==> config.mk <==
export PLATFORM = sky130hd
export DESIGN_NAME = conv_tile_scheduler_flat
export DESIGN_NICKNAME = d
export VERILOG_FILES = /design/src/rtl/conv_tile_scheduler_if.sv /design/src/rtl/conv_tile_scheduler.sv /design/src/flat_wrapper.sv
export SDC_FILE = /design/constraint.sdc
export NUM_CORES = 1
export LEC_CHECK = 0
export BUFFER_PORTS_ARGS = -buffer_cell sky130_fd_sc_hd__buf_2
export CORE_ASPECT_RATIO = 0.8
export CORE_UTILIZATION = 60
export CTS_CLUSTER_DIAMETER = 30
export DETAILED_ROUTE_END_ITERATION = 16
export GPL_ROUTABILITY_DRIVEN = 0
export PLACE_DENSITY_LB_ADDON = 0.15
export SYNTH_ARGS = -nofsm -noshare
export SYNTH_HDL_FRONTEND = slang
export SYNTH_SLANG_ARGS = --single-unit
==> constraint.sdc <==
create_clock -name clk -period 10.6 [get_ports clk]
set_clock_uncertainty 0.05 [all_clocks]
set_input_delay 3.18 -clock clk [delete_from_list [all_inputs] [get_ports clk]]
set_output_delay 3.18 -clock clk [all_outputs]
set_load 0.02 [all_outputs]
==> src/rtl/conv_tile_scheduler_if.sv <==
// Tile command channel between the conv tile scheduler and the array.
// Scheduler drives the command (master), the array answers (slave).
interface conv_tile_scheduler_if #(
  parameter int M_TOTAL = 3136,
  parameter int N_TOTAL = 64,
  parameter int K_TOTAL = 147,
  parameter int TILE_M  = 16,
  parameter int TILE_N  = 16,
  parameter int TILE_K  = 16
);
  localparam int MW  = $clog2(M_TOTAL + 1);
  localparam int NW  = $clog2(N_TOTAL + 1);
  localparam int KW  = $clog2(K_TOTAL + 1);
  localparam int MLW = $clog2(TILE_M + 1);
  localparam int NLW = $clog2(TILE_N + 1);
  localparam int KLW = $clog2(TILE_K + 1);

  logic           tile_valid;
  logic           tile_ready;
  logic [MW-1:0]  tile_m0;
  logic [NW-1:0]  tile_n0;
  logic [KW-1:0]  tile_k0;
  logic [MLW-1:0] tile_m_len;
  logic [NLW-1:0] tile_n_len;
  logic [KLW-1:0] tile_k_len;
  logic           acc_clear;
  logic           acc_flush;
  logic           tile_done;

  modport master (
    output tile_valid,
    output tile_m0, tile_n0, tile_k0,
    output tile_m_len, tile_n_len, tile_k_len,
    output acc_clear, acc_flush,
    input  tile_ready, tile_done
  );

  modport slave (
    input  tile_valid,
    input  tile_m0, tile_n0, tile_k0,
    input  tile_m_len, tile_n_len, tile_k_len,
    input  acc_clear, acc_flush,
    output tile_ready, tile_done
  );
endinterface

==> src/rtl/conv_tile_scheduler.sv <==
// Conv layer as GEMM: walks (n,m,k) tiles and issues them to the array.
// Optional SCHED_PERF_CNT_EN adds perf_cycles / perf_tiles counters.
module conv_tile_scheduler #(
  parameter int M_TOTAL = 3136,
  parameter int N_TOTAL = 64,
  parameter int K_TOTAL = 147,
  parameter int TILE_M  = 16,
  parameter int TILE_N  = 16,
  parameter int TILE_K  = 16
) (
  input  logic clk,
  input  logic rst_n,
  input  logic start,
  output logic done,
  output logic busy,
`ifdef SCHED_PERF_CNT_EN
  output logic [31:0] perf_cycles,
  output logic [31:0] perf_tiles,
`endif
  conv_tile_scheduler_if.master tile_if
);
  localparam int MW  = $clog2(M_TOTAL + 1);
  localparam int NW  = $clog2(N_TOTAL + 1);
  localparam int KW  = $clog2(K_TOTAL + 1);
  localparam int MLW = $clog2(TILE_M + 1);
  localparam int NLW = $clog2(TILE_N + 1);
  localparam int KLW = $clog2(TILE_K + 1);

  typedef enum logic [2:0] {
    IDLE, ISSUE, WAIT, ADVANCE, FIN
  } state_t;

  state_t state_q, state_d;

  logic [MW-1:0]  m0_q, m0_d;
  logic [NW-1:0]  n0_q, n0_d;
  logic [KW-1:0]  k0_q, k0_d;
  logic [MLW-1:0] ml_q, ml_d;
  logic [NLW-1:0] nl_q, nl_d;
  logic [KLW-1:0] kl_q, kl_d;
  logic           done_q, done_d;
  logic           busy_q, busy_d;
  logic           load;
  logic           valid;
  logic           fire;

  logic [31:0] m_nx, n_nx, k_nx;
  logic        m_wrap, n_wrap, k_wrap;

  function automatic logic [31:0] seg_len(
    input logic [31:0] base,
    input logic [31:0] total,
    input logic [31:0] tile
  );
    logic [31:0] rem;
    rem = total - base;
    return (rem < tile) ? rem : tile;
  endfunction

  assign m_nx   = 32'(m0_q) + 32'(TILE_M);
  assign n_nx   = 32'(n0_q) + 32'(TILE_N);
  assign k_nx   = 32'(k0_q) + 32'(TILE_K);
  assign m_wrap = m_nx >= 32'(M_TOTAL);
  assign n_wrap = n_nx >= 32'(N_TOTAL);
  assign k_wrap = k_nx >= 32'(K_TOTAL);

  assign ml_d = MLW'(seg_len(32'(m0_d), 32'(M_TOTAL), 32'(TILE_M)));
  assign nl_d = NLW'(seg_len(32'(n0_d), 32'(N_TOTAL), 32'(TILE_N)));
  assign kl_d = KLW'(seg_len(32'(k0_d), 32'(K_TOTAL), 32'(TILE_K)));

  // next-state, index stepping (k inner, m middle, n outer)
  always_comb begin
    state_d = state_q;
    m0_d    = m0_q;
    n0_d    = n0_q;
    k0_d    = k0_q;
    done_d  = done_q;
    busy_d  = busy_q;
    load    = 1'b0;
    unique case (state_q)
      IDLE: begin
        if (start) begin
          m0_d    = '0;
          n0_d    = '0;
          k0_d    = '0;
          done_d  = 1'b0;
          busy_d  = 1'b1;
          load    = 1'b1;
          state_d = ISSUE;
        end
      end
      ISSUE: begin
        if (tile_if.tile_ready) state_d = WAIT;
      end
      WAIT: begin
        if (tile_if.tile_done) state_d = ADVANCE;
      end
      ADVANCE: begin
        if (k_wrap && m_wrap && n_wrap) begin
          state_d = FIN;
        end else begin
          state_d = ISSUE;
          load    = 1'b1;
          if (!k_wrap) begin
            k0_d = k_nx[KW-1:0];
          end else begin
            k0_d = '0;
            if (!m_wrap) begin
              m0_d = m_nx[MW-1:0];
            end else begin
              m0_d = '0;
              n0_d = n_nx[NW-1:0];
            end
          end
        end
      end
      FIN: begin
        done_d  = 1'b1;
        busy_d  = 1'b0;
        state_d = IDLE;
      end
      default: state_d = IDLE;
    endcase
  end

  // state, indices and extents
  always_ff @(posedge clk or negedge rst_n) begin
    if (!rst_n) begin
      state_q <= IDLE;
      m0_q    <= '0;
      n0_q    <= '0;
      k0_q    <= '0;
      ml_q    <= '0;
      nl_q    <= '0;
      kl_q    <= '0;
      done_q  <= 1'b0;
      busy_q  <= 1'b0;
    end else begin
      state_q <= state_d;
      m0_q    <= m0_d;
      n0_q    <= n0_d;
      k0_q    <= k0_d;
      done_q  <= done_d;
      busy_q  <= busy_d;
      if (load) begin
        ml_q <= ml_d;
        nl_q <= nl_d;
        kl_q <= kl_d;
      end
    end
  end

  assign valid = (state_q == ISSUE);
  assign fire  = valid && tile_if.tile_ready;

  assign tile_if.tile_valid = valid;
  assign tile_if.tile_m0    = m0_q;
  assign tile_if.tile_n0    = n0_q;
  assign tile_if.tile_k0    = k0_q;
  assign tile_if.tile_m_len = ml_q;
  assign tile_if.tile_n_len = nl_q;
  assign tile_if.tile_k_len = kl_q;
  assign tile_if.acc_clear  = valid && (k0_q == '0);
  assign tile_if.acc_flush  = valid &&
    ((32'(k0_q) + 32'(kl_q)) == 32'(K_TOTAL));

  assign done = done_q;
  assign busy = busy_q;

`ifdef SCHED_PERF_CNT_EN
  // busy-cycle and accepted-tile counters, cleared on accepted start
  always_ff @(posedge clk or negedge rst_n) begin
    if (!rst_n) begin
      perf_cycles <= '0;
      perf_tiles  <= '0;
    end else if (state_q == IDLE && start) begin
      perf_cycles <= '0;
      perf_tiles  <= '0;
    end else begin
      if (busy_q) perf_cycles <= perf_cycles + 32'd1;
      if (fire)   perf_tiles  <= perf_tiles + 32'd1;
    end
  end
`endif
endmodule

==> src/flat_wrapper.sv <==
// flat-port wrapper written by rule: the top's interface ports become plain ports
module conv_tile_scheduler_flat 
#(
  parameter int M_TOTAL = 3136,
  parameter int N_TOTAL = 64,
  parameter int K_TOTAL = 147,
  parameter int TILE_M  = 16,
  parameter int TILE_N  = 16,
  parameter int TILE_K  = 16
)
  (clk, rst_n, start, done, busy, tile_if_tile_valid, tile_if_tile_m0, tile_if_tile_n0, tile_if_tile_k0, tile_if_tile_m_len, tile_if_tile_n_len, tile_if_tile_k_len, tile_if_acc_clear, tile_if_acc_flush, tile_if_tile_ready, tile_if_tile_done);
  conv_tile_scheduler_if #(.M_TOTAL(M_TOTAL), .N_TOTAL(N_TOTAL), .K_TOTAL(K_TOTAL), .TILE_M(TILE_M), .TILE_N(TILE_N), .TILE_K(TILE_K)) tile_if_i ();
  input  logic clk;
  input  logic rst_n;
  input  logic start;
  output logic done;
  output logic busy;
  output wire logic [$bits(tile_if_i.tile_valid)-1:0] tile_if_tile_valid;
  output wire logic [$bits(tile_if_i.tile_m0)-1:0] tile_if_tile_m0;
  output wire logic [$bits(tile_if_i.tile_n0)-1:0] tile_if_tile_n0;
  output wire logic [$bits(tile_if_i.tile_k0)-1:0] tile_if_tile_k0;
  output wire logic [$bits(tile_if_i.tile_m_len)-1:0] tile_if_tile_m_len;
  output wire logic [$bits(tile_if_i.tile_n_len)-1:0] tile_if_tile_n_len;
  output wire logic [$bits(tile_if_i.tile_k_len)-1:0] tile_if_tile_k_len;
  output wire logic [$bits(tile_if_i.acc_clear)-1:0] tile_if_acc_clear;
  output wire logic [$bits(tile_if_i.acc_flush)-1:0] tile_if_acc_flush;
  input wire logic [$bits(tile_if_i.tile_ready)-1:0] tile_if_tile_ready;
  input wire logic [$bits(tile_if_i.tile_done)-1:0] tile_if_tile_done;
  assign tile_if_tile_valid = tile_if_i.tile_valid;
  assign tile_if_tile_m0 = tile_if_i.tile_m0;
  assign tile_if_tile_n0 = tile_if_i.tile_n0;
  assign tile_if_tile_k0 = tile_if_i.tile_k0;
  assign tile_if_tile_m_len = tile_if_i.tile_m_len;
  assign tile_if_tile_n_len = tile_if_i.tile_n_len;
  assign tile_if_tile_k_len = tile_if_i.tile_k_len;
  assign tile_if_acc_clear = tile_if_i.acc_clear;
  assign tile_if_acc_flush = tile_if_i.acc_flush;
  assign tile_if_i.tile_ready = tile_if_tile_ready;
  assign tile_if_i.tile_done = tile_if_tile_done;
  conv_tile_scheduler #(.M_TOTAL(M_TOTAL), .N_TOTAL(N_TOTAL), .K_TOTAL(K_TOTAL), .TILE_M(TILE_M), .TILE_N(TILE_N), .TILE_K(TILE_K)) u_core (.clk(clk), .rst_n(rst_n), .start(start), .done(done), .busy(busy), .tile_if(tile_if_i));
endmodule
== After elaboration in Yosys (flattened, before gate mapping) ==
Cells that the tools add are included.
Storage, ports and cells
  register bits after elaboration: 47
  input port bits: 5
  output and inout bits: 47
  logic and storage cells: 68
Cells by class
  add/subtract/negate cells: 7
  order comparisons: 6
  equal/unequal tests: 8
  mux-type cells: 29
  reductions and logical operators: 9
Operators by type and width (number)
  $lt 32x5->1 const B: 3
  $mux 12: 4
  $eq 32x8->1 const B: 1
  $ge 32x12->1 const B: 1
  $ge 32x7->1 const B: 1
  $ge 32x8->1 const B: 1
  $mux 7: 4
  $mux 8: 3
  $pmux 12 s2: 1
  $pmux 8 s2: 1
  $mux 5: 3
  $pmux 7 s2: 1
  $add 12x5->13 const B: 1
  $sub 12x12->13 const A: 1
  $mux 3: 4
  $pmux 3 s4: 1
  $add 8x5->9: 1
  $add 8x5->9 const B: 1
  $sub 8x8->9 const A: 1
  $add 7x5->8 const B: 1
  $logic_not 8->1: 1
  $sub 7x7->8 const A: 1
  $eq 3x2->1 const B: 2
  $ne 2x2->1 const B: 3
  other kinds (9): 17

== Longest topological paths before layout ==
  depth in word-level cells: 9
  gate-level depth with buffers: 16
  mapped depth without buffers: 13

== Least setup slack after synthesis ==
Ideal clock, no wire load.
  kind: input to register
  start point: input start
  end point: register u_core.nl_q[4] (netlist: u_core.tile_if.tile_n_len[4])
  setup time: 0.125 ns
  arrival: 5.299 ns
  data required time: 10.425 ns
  slack: 5.126 ns
  cell stages on the path: 11
  buffers on the path: 0
  path through: or4b_2 > nand2_1 > ha_1 > and2_1 > o21ai_0 > nor3_1 > nor3b_1 > o31ai_1 > and3_1 > a21oi_2 > mux2_2
Between the ends
  cells in the longest elaborated chain, start to end: 5
  elaborated cells between the ends (all ways): 7
  classes of those cells: 1 x add/sub; 1 x order compare; 5 x mux
RTL lines
  from (decl): RTL line flat_wrapper.sv:15  | input logic start;
  $mux 7: RTL line conv_tile_scheduler.sv:82  | if (start) begin
  $pmux 7 s2: RTL line conv_tile_scheduler.sv:80  | unique case (state_q)
  $sub 7x7->8: RTL line conv_tile_scheduler.sv:56  | rem = total - base;
  $lt 32x5->1: RTL line conv_tile_scheduler.sv:57  | return (rem < tile) ? rem : tile;
  $mux 5: RTL line conv_tile_scheduler.sv:57
  to (signal assigned): RTL line conv_tile_scheduler.sv:147  | nl_q <= nl_d;
  to (decl): RTL line conv_tile_scheduler.sv:39  | logic [NLW-1:0] nl_q, nl_d;
Parallel ways exist; a longest one is shown, timed or not.
A chain may end at the register's enable or synchronous reset.

== Final worst setup path ==
Ends and elaborated chain as after synthesis.

==> impl_results.html <==
<table>
<tr><th>Metric</th><th>Value</th></tr>
<tr><th colspan="2">Yosys</th></tr>
<tr><td>Prevailing post-synth register cell</td><td>dfrtp_1</td></tr>
<tr><td>Async set or reset register ratio after synthesis</td><td>100%</td></tr>
<tr><td>Synthesized net count</td><td>339</td></tr>
<tr><td>Fraction of the yosys area taken by sequential cells</td><td>40.1%</td></tr>
<tr><td>Number of synthesized flops with an enable pin</td><td>0</td></tr>
<tr><td>Gate count of the mapped netlist</td><td>319</td></tr>
<tr><td>Cell area after technology mapping</td><td>0.00294 sq mm</td></tr>
<tr><td>Cell variety after synth</td><td>63</td></tr>
<tr><td>Post-synthesis area per instance</td><td>9.20 sq um</td></tr>
<tr><td>Total number of yosys warnings</td><td>0</td></tr>
<tr><td>Yosys reg bits</td><td>47</td></tr>
<tr><th colspan="2">Worst setup path</th></tr>
<tr><td>WP data arrival</td><td>5.73 ns</td></tr>
<tr><td>Kind of launch point of the worst setup path</td><td>input pin</td></tr>
<tr><td>Worst Setup Path Type</td><td>in -&gt; reg</td></tr>
<tr><td>Nature of the critical path endpoint</td><td>flip-flop</td></tr>
<tr><td>WP depth</td><td>12</td></tr>
<tr><td>Critical path cell sequence</td><td>buf_2, or4b_2, nand2_1, ha_1, and2_1, o21ai_0, nor3_1, nor3b_1, o31ai_1, and3_1, a21oi_2, mux2_2</td></tr>
<tr><td>Buf+Inv Stages, Crit Path</td><td>1</td></tr>
<tr><td>Worst-path cell with the longest stage delay</td><td>or4b_2</td></tr>
<tr><td>Cell type group with the largest total delay on the critical path</td><td>simple AND/OR/NAND/NOR gates</td></tr>
<tr><td>Reg2Reg Launch Point</td><td>u_core.tile_if.tile_m0[5]</td></tr>
<tr><td>Peak fanout along the critical path</td><td>5</td></tr>
<tr><td>Crit-path max cell delay</td><td>0.68 ns</td></tr>
<tr><td>Worst endpoint required time</td><td>10.75 ns</td></tr>
<tr><td>Worst reg-to-reg path cell count</td><td>13</td></tr>
<tr><td>Source of the critical timing path</td><td>start</td></tr>
<tr><th colspan="2">Clock network</th></tr>
<tr><td>Max Root-Sink Buffers</td><td>2</td></tr>
<tr><td>Number of buffers inserted for hold repair after clock tree synthesis</td><td>0</td></tr>
<tr><td>Buffer cell driving the clock tree root</td><td>clkbuf_8</td></tr>
<tr><td>Number of CTS-inserted buffers</td><td>5</td></tr>
<tr><td>Count of H-tree levels built during CTS</td><td>2</td></tr>
<tr><td>Reg clk slew, reported paths</td><td>0.09 ns</td></tr>
<tr><td>Setup bufs post-CTS</td><td>0</td></tr>
<tr><td>Number of clock sinks</td><td>47</td></tr>
<tr><td>Later-pin clock latency in the skew report</td><td>0.31 ns</td></tr>
<tr><td>TritonCTS clock tree</td><td>yes</td></tr>
<tr><td>Post-cts resize count</td><td>0</td></tr>
<tr><th colspan="2">Floorplanning</th></tr>
<tr><td>Die Outline Area</td><td>0.00518 sq mm</td></tr>
<tr><td>Die Span X</td><td>80.2 um</td></tr>
<tr><td>Top-Level Pins</td><td>52</td></tr>
<tr><td>Overall die height</td><td>64.6 um</td></tr>
<tr><td>Core region area</td><td>0.00465 sq mm</td></tr>
<tr><td>Row cnt</td><td>22</td></tr>
<tr><td>Effective utilization at floorplan</td><td>63.1%</td></tr>
<tr><th colspan="2">Placed design</th></tr>
<tr><td>Port buffer count</td><td>51</td></tr>
<tr><td>Detail Placement HPWL</td><td>4900 um</td></tr>
<tr><td>Placed instance area</td><td>0.00320 sq mm</td></tr>
<tr><th colspan="2">Cells and area</th></tr>
<tr><td>Final design area excluding fillers</td><td>0.00329 sq mm</td></tr>
<tr><td>Diodes inserted</td><td>0</td></tr>
<tr><td>Area overhead of the layout relative to synthesis</td><td>12.0%</td></tr>
<tr><td>Final net count</td><td>384</td></tr>
<tr><td>Commonest cells after routing, fill and taps aside</td><td>51 x buf_2, 47 x dfrtp_1, 35 x nand2_1</td></tr>
<tr><td>Most common cell after layout, fill and taps aside</td><td>buf_2</td></tr>
<tr><td>Layout cells sized above 1</td><td>20.3%</td></tr>
<tr><th colspan="2">Power and ir drop</th></tr>
<tr><td>Leak</td><td>1.64 nW</td></tr>
<tr><td>Power density over the cells</td><td>156 mW/mm^2</td></tr>
<tr><td>Worst vdd ir</td><td>0.111 mV</td></tr>
<tr><th colspan="2">Global routing</th></tr>
<tr><td>Met1 capacity usage during global routing</td><td>42.9%</td></tr>
<tr><td>GRT busiest layer</td><td>met1</td></tr>
<tr><td>Overflow left after global routing</td><td>0</td></tr>
<tr><td>M2 GR Usage</td><td>41.8%</td></tr>
<tr><td>Global Route met3 Usage</td><td>5.21%</td></tr>
<tr><td>Global-route wire length before repair</td><td>11300 um</td></tr>
<tr><td>Largest net degree at the start of global routing</td><td>48</td></tr>
<tr><td>Initial antenna violation count</td><td>0</td></tr>
<tr><td>All-layer global routing usage</td><td>28.4%</td></tr>
<tr><td>Vias in the first global route</td><td>2382</td></tr>
<tr><th colspan="2">STA</th></tr>
<tr><td>RSZ-0062 raised after global routing</td><td>no</td></tr>
<tr><td>Final worst path period need</td><td>5.58 ns</td></tr>
<tr><td>Final setup fails</td><td>0</td></tr>
<tr><td>Worst slew margin relative to its limit</td><td>32.1%</td></tr>
<tr><td>Hold Violations, Final</td><td>0</td></tr>
<tr><td>Fin Setup TNS</td><td>0 ns</td></tr>
<tr><td>Timing-limited maximum frequency</td><td>179 MHz</td></tr>
<tr><td>Transition time at the pin with the least slew margin</td><td>1.02 ns</td></tr>
<tr><td>Share of the clock period used by the worst path</td><td>52.6%</td></tr>
<tr><td>Max-slew violation count</td><td>0</td></tr>
<tr><th colspan="2">Drt</th></tr>
<tr><td>Number of iterations in the first detailed-routing pass</td><td>5</td></tr>
<tr><td>Number of nets with antenna violations after detailed routing</td><td>0</td></tr>
<tr><td>Detailed-route via count</td><td>2635</td></tr>
<tr><td>Routed via count divided by cell count</td><td>6.20</td></tr>
<tr><td>DRC violations left</td><td>0</td></tr>
<tr><td>Starting DRT DRC Count</td><td>212</td></tr>
<tr><td>Per-cell routed wire length</td><td>15.8 um</td></tr>
<tr><td>Total routed wirelength</td><td>6720 um</td></tr>
<tr><th colspan="2">Hold path</th></tr>
<tr><td>Worst hold path depth</td><td>2</td></tr>
<tr><td>Startpoint of the most critical hold path</td><td>u_core.tile_if.tile_n_len[0]</td></tr>
<tr><td>Hold/Removal Path Class</td><td>reg -&gt; reg</td></tr>
<tr><th colspan="2">Flow run</th></tr>
<tr><td>Total of max-cap violations</td><td>0</td></tr>
<tr><th colspan="2">Status</th></tr>
<tr><td>Outcome</td><td>finished, final reports clean</td></tr>
</table>
## state kept, by name, summed over array words and instances (netlist names)
signal                     count
u_core.done                    1
u_core.tile_if.tile_n0         7
u_core.tile_if.tile_n_len      5
u_core.tile_if.tile_m0        12
u_core.state_q                 3
u_core.busy                    1
u_core.tile_if.tile_m_len      5
u_core.tile_if.tile_k_len      5
u_core.tile_if.tile_k0         8
## routing by layer
layer / up-vias / share of wire [%]
li1: 1257 / -
met1: 1276 / 51
met2: 96 / 42
met3: 6 / 6.1
met4: 0 / 0.97
met5: - / 0
## cell usage after synthesis, types with 4 or more instances
library cell,n,area (sq um)
dfrtp_1,47,1180
nand2_1,35,131
inv_1,20,75.1
nor2_1,20,75.1
o21ai_0,17,85.1
a21oi_1,16,80.1
ha_1,14,175
nand3_1,11,55.1
and2_1,10,62.6
nor3_1,8,40.0
a22o_1,7,61.3
o31ai_1,7,52.6
a31oi_1,6,37.5
buf_2,6,30.0
clkbuf_1,5,18.8
and3_1,4,25.0
nand2b_1,4,25.0
nor2b_1,4,25.0
o21ai_1,4,20.0
o22ai_1,4,25.0
xnor2_1,4,35.0
xor2_1,4,35.0
## final timing paths
kind	slack, ns	endpoint
worst max-delay path	5.02	u_core.tile_if.tile_n_len[4]
worst min register to register	0.45	u_core.tile_if.tile_n_len[0]
worst min-delay path	0.45	u_core.tile_if.tile_n_len[0]
max in group asynchronous	6.88	u_core.tile_if.tile_m0[4]
min in group asynchronous	3.00	u_core.tile_if.tile_k_len[3]
worst max register to register	6.51	u_core.tile_if.tile_m_len[1]
## worst min-delay path, stage by stage, from the launching register on
cell	delay, ns
dfrtp_1	0.35
nand2_1	0.05
o21ai_0	0.07
## power by group
| group | total (W) | leakage [nW] | internal [W] | switching (W) |
|---|---|---|---|---|
| logic | 0.000189 | 0.966 | 0.0000611 | 0.000128 |
| registers | 0.000215 | 0.631 | 0.000191 | 0.0000240 |
| clock network | 0.000109 | 0.0454 | 0.0000474 | 0.0000620 |
## per-stage QoR
stage | util, % | setup slack, ns | instances | power, W | hold WS, ns
after detailed placement | 68.7 | 4.75 | 417 | 0.000403 | 0.433
final | 70.7 | 5.02 | 425 | 0.000513 | 0.448
after global routing | 70.7 | 4.83 | 425 | 0.000542 | 0.478
after global placement | 68.7 | 4.87 | 417 | 0.000397 | 0.423
after CTS | 70.7 | 5.04 | 425 | 0.000511 | 0.454
after floorplan | - | 5.13 | 319 | 0.000351 | 0.540
## cell type report
class / count / area, sq um
Multi-Input combinational cell: 239 / 1620
Fill cell: 356 / 1360
Sequential cell: 47 / 1180
Timing Repair Buffer: 51 / 255
Inverter: 20 / 75.1
Tap cell: 60 / 75.1
Clock buffer: 6 / 72.6
Clock inverter: 2 / 17.5
## cell families after synthesis
kind of cell               count (synthesis)  share of synthesized area (%)
xor gates and xnor gates                   8                           2.39
DFF                                       47                           40.1
adders and majority gates                 15                           6.65
buffers and inverters                     33                           4.86
muxes                                      5                           1.79
and+or+nand+nor                          117                           20.8
AOI/OAI and AO/OA                         94                           23.4
(Power assumes the default switching activity.)
